==> config.mk <==
export PLATFORM = sky130hd
export DESIGN_NAME = mealy_fsm_bank
export DESIGN_NICKNAME = d
export VERILOG_FILES = /design/src/rtl/mealy_fsm_bank_pkg.sv /design/src/rtl/mealy_fsm_bank_chan.sv /design/src/rtl/mealy_fsm_bank.sv
export SDC_FILE = /design/constraint.sdc
export NUM_CORES = 1
export LEC_CHECK = 0
export BUFFER_PORTS_ARGS = -buffer_cell sky130_fd_sc_hd__buf_2
export CAP_MARGIN = 20
export CORE_ASPECT_RATIO = 1.5
export CORE_UTILIZATION = 57
export CTS_BUF_LIST = sky130_fd_sc_hd__clkbuf_8
export DETAILED_ROUTE_END_ITERATION = 16
export PLACE_DENSITY = 0.95
export SLEW_MARGIN = 20
export SYNTH_ARGS = -nofsm -noshare
export SYNTH_HDL_FRONTEND = slang
export SYNTH_SLANG_ARGS = --single-unit
==> constraint.sdc <==
create_clock -name clk -period 3.31 [get_ports clk]
set_input_delay 0 -clock clk [delete_from_list [all_inputs] [get_ports clk]]
set_output_delay 0 -clock clk [all_outputs]
set_load 0.1 [all_outputs]
==> src/rtl/mealy_fsm_bank_pkg.sv <==
// Shared types and state encodings for the Mealy FSM bank.
// Used by mealy_fsm_chan and mealy_fsm_bank.
package mealy_fsm_bank_pkg;

  typedef logic [1:0] state_t;

  localparam state_t AC = 2'b00;
  localparam state_t BD = 2'b01;
  localparam state_t E  = 2'b10;
  localparam state_t F  = 2'b11;

  // Next state for a valid input bit.
  function automatic state_t next_of(
    input state_t s,
    input logic   xb
  );
    state_t n;
    n = s;
    unique case (s)
      AC:      n = xb ? BD : E;
      BD:      n = xb ? BD : F;
      E:       n = xb ? F  : AC;
      F:       n = xb ? AC : BD;
      default: n = AC;
    endcase
    return n;
  endfunction

  // Mealy output for a valid input bit.
  function automatic logic out_of(
    input state_t s,
    input logic   xb
  );
    logic o;
    o = 1'b0;
    unique case (s)
      AC:      o = xb;
      E:       o = xb;
      default: o = 1'b0;
    endcase
    return o;
  endfunction

endpackage

==> src/rtl/mealy_fsm_bank_chan.sv <==
// One Mealy FSM channel: state register, next-state/z logic, hit counter.
// MEALY_FSM_BANK_REG_OUT_EN registers z/z_valid (1-cycle latency).
module mealy_fsm_chan #(
  parameter int CNT_W = 8
) (
  input  logic             clk,
  input  logic             reset,
  input  logic             in_valid,
  input  logic             x,
  input  logic             clr_cnt,
  output logic             z,
  output logic             z_valid,
  output logic [1:0]       state,
  output logic [CNT_W-1:0] hit_cnt
);
  import mealy_fsm_bank_pkg::*;

  localparam logic [CNT_W-1:0] CNT_MAX = {CNT_W{1'b1}};
  localparam logic [CNT_W-1:0] CNT_ONE = {{(CNT_W-1){1'b0}}, 1'b1};

  state_t cur;
  state_t nxt;
  logic   mz;

  // State register; reset discards all history.
  always_ff @(posedge clk) begin
    if (!reset) cur <= AC;
    else        cur <= nxt;
  end

  // Next state: advance only on qualified input.
  always_comb begin
    nxt = cur;
    if (in_valid) nxt = next_of(cur, x);
  end

  // Pre-register Mealy output, zero when unqualified.
  always_comb begin
    mz = 1'b0;
    if (in_valid) mz = out_of(cur, x);
  end

  // Saturating hit counter; clear wins over increment.
  always_ff @(posedge clk) begin
    if (!reset)                        hit_cnt <= '0;
    else if (clr_cnt)                  hit_cnt <= '0;
    else if (mz && hit_cnt != CNT_MAX) hit_cnt <= hit_cnt + CNT_ONE;
  end

  assign state = cur;

`ifdef MEALY_FSM_BANK_REG_OUT_EN
  // Registered output stage.
  always_ff @(posedge clk) begin
    if (!reset) begin
      z       <= 1'b0;
      z_valid <= 1'b0;
    end else begin
      z       <= mz;
      z_valid <= in_valid;
    end
  end
`else
  assign z       = mz;
  assign z_valid = in_valid;
`endif

endmodule

==> src/rtl/mealy_fsm_bank.sv <==
// Bank of NCH independent Mealy FSM channels with hit counters.
// MEALY_FSM_BANK_REG_OUT_EN registers z, z_valid and any_hit.
module mealy_fsm_bank #(
  parameter int NCH   = 4,
  parameter int CNT_W = 8
) (
  input  logic                 clk,
  input  logic                 reset,
  input  logic [NCH-1:0]       in_valid,
  input  logic [NCH-1:0]       x,
  input  logic                 clr_cnt,
  output logic [NCH-1:0]       z,
  output logic [NCH-1:0]       z_valid,
  output logic [2*NCH-1:0]     state_o,
  output logic [NCH*CNT_W-1:0] hit_cnt,
  output logic                 any_hit
);

  for (genvar i = 0; i < NCH; i++) begin : g_ch
    mealy_fsm_chan #(
      .CNT_W (CNT_W)
    ) u_chan (
      .clk      (clk),
      .reset    (reset),
      .in_valid (in_valid[i]),
      .x        (x[i]),
      .clr_cnt  (clr_cnt),
      .z        (z[i]),
      .z_valid  (z_valid[i]),
      .state    (state_o[2*i +: 2]),
      .hit_cnt  (hit_cnt[CNT_W*i +: CNT_W])
    );
  end

  // Built from z/z_valid, so it inherits their registration.
  assign any_hit = |(z & z_valid);

endmodule

==> results.cfg <==
[outcome]
outcome = finished clean

[critical_path]
reg2reg_depth = 5
critPathKind = reg2out
startpoint = g_ch[2].u_chan.state[0]
cp_max_fo = 6
startpoint_type = register
crit_path_end_kind = output port
worstPathRequired_ps = 3310
critPathArrivalTime_ps = 1820
r2r-start = g_ch[0].u_chan.hit_cnt[0]

[timing]
tightestPinTransition_ps = 520
slew_violations = 0
finClkSkew_ps = 11.2
finalCritPeriodShare_pct = 55.1
hold_viol_final = 0
relSlewSlack_pct = 65.3
final.min_clock_period_ps = 1820
tns_ps = 0
setup_viol = 0
fmax_mhz = 549
rsz0062_at_grt = false

[clock_network]
cts_num_sinks = 40
clk_pin_slew_ps = 80
cts_buffer_depth = 2
postCtsResizedCells = 0
htreeDepth = 2
clockRootBuffer = clkbuf_8
cts_tree = yes
clkLatencyLatePin_ps = 300
numCtsBuffers = 5

[place]
routabilityCongestion = 0.824
dp_hpwl_um = 3130
portBuffers = 59
place_area_um2 = 2250

[global_route]
grt_usage_pct = 24.3
grt_pass1_wl_um = 6840
grt-ovfl-total = 0
grt_pass1_vias = 1632
grt_max_degree = 19
antenna_found_initial = 0

[finish]
fin_util_pct = 69.9
layout_common_cells = 59 x buf_2, 40 x dfxtp_1, 25 x nor2_1
fin_nets = 287
finalInstanceArea_um2 = 2360
area_growth_pct = 18.4
drive_gt1_share_pct = 26.7
layout_commonest_cell = buf_2
antenna_cells = 0

[floorplanning]
die_w_um = 50.3
die_h_um = 74.5
dieArea_um2 = 3750
rows = 26
coreArea_um2 = 3380
initial_core_util_pct = 59.0
ios = 60

[worst_hold_path]
hold_path.class = in2reg
hold_path_depth = 3
holdCritStartpoint = in_valid[0]

[routing]
wl_um = 4310
drt_iter0_markers = 40
wl_per_cell_um = 13.7
detail-route-antenna-nets = 0
drcViolationCount = 0
drt-pass1-iter-count = 4
vias_per_cell = 5.71
vias = 1798

[synth]
synth_flop_cell = dfxtp_1
yosys_warnings = 0
async_reset_ff_share_pct = 0
synth_area_um2 = 2000
ys_seq_area_share_pct = 40.1
avgSynthCellArea_um2 = 9.11
ys_ff_latch = 40
synth_fp_nets = 234
synth_edf_count = 0
synth_cells = 219
ys_types = 35

[pwr]
leakage_nw = 1.11
p_per_area_nw_per_um2 = 455
ir_drop_uv = 364

[job]
maxCapViolations = 0
-- power breakdown --
part	leakage (nW)	internal, mW	switching [mW]
clock network	0.0593	0.221	0.169
logic	0.727	0.0334	0.153
registers	0.324	0.490	0.00914
-- through the flow --
stage | power (mW) | worst slack (ps) | hold slack [ps] | cells
6_report | 1.07 | 1490 | 33.4 | 315
5_1_grt | 1.11 | 1400 | 52.7 | 315
4_1_cts | 1.08 | 1480 | 23.8 | 315
3_5_place_dp | 0.694 | 1750 | 303 | 306
3_3_place_gp | 0.691 | 1850 | 300 | 306
2_1_floorplan | 0.670 | 966 | 114 | 219
-- routing by layer --
| metal | global-route usage (%) | share of wire, % | vias up | wire (um) |
|---|---|---|---|---|
| li1 | - | - | 887 | - |
| met1 | 23.9 | 39 | 849 | 1680 |
| met2 | 46.4 | 55 | 54 | 2350 |
| met3 | 6.34 | 4.3 | 8 | 184 |
| met4 | 12.0 | 2.2 | 0 | 93 |
| met5 | 0 | 0 | - | 0 |
-- registers in the layout, summed over array words and instances, names as in the netlist --
name,flops
g_ch.u_chan.hit_cnt,32
g_ch.u_chan.state,8
-- final timing paths --
path                                                  end  slack, ps
worst max-delay path                              any_hit       1490
worst min-delay path              g_ch[0].u_chan.state[1]         30
worst max register to register  g_ch[0].u_chan.hit_cnt[1]       1750
worst min register to register  g_ch[1].u_chan.hit_cnt[6]        510
-- cell type report --
class	count	area [um2]
clock buffer	5	68.8
clock inverter	3	38.8
fill	277	1020
inverter	6	22.5
multi-input combinational	158	1070
sequential	40	801
tap	42	52.6
timing repair buffer	61	313
-- worst max-delay path: stages, from the launching register on --
cell and delay (ps):
dfxtp_1 380, and3b_1 290, or4_1 540, buf_2 310
-- cell families after synthesis --
kind of cell	Yosys count	synth area share (%)
DFF	40	40.1
muxes	5	2.51
and+or+nand+nor	85	23.8
adders and majority gates	4	2.51
xor gates and xnor gates	16	7.02
buffers and inverters	21	6.39
AOI/OAI and AO/OA	48	17.7
-- repair_timing --
item                       in CTS  in global routing
hold buffers                    1                  0
hold endpoints to repair        1                  0
setup endpoints to repair       0                  0
buffers inserted                0                  0
-- synthesized netlist by cell type, types with 7 or more instances --
master	n	area, um2
and3b_1	7	61.3
a21oi_1	12	60.1
or3_1	7	43.8
nand4_1	10	62.6
buf_4	11	82.6
dfxtp_1	40	801
nor2_1	25	93.8
and3_1	10	62.6
o211ai_1	8	60.1
xor2_1	16	140
o21ai_0	13	65.1
No activity file was read; power rests on OpenSTA's default activity.
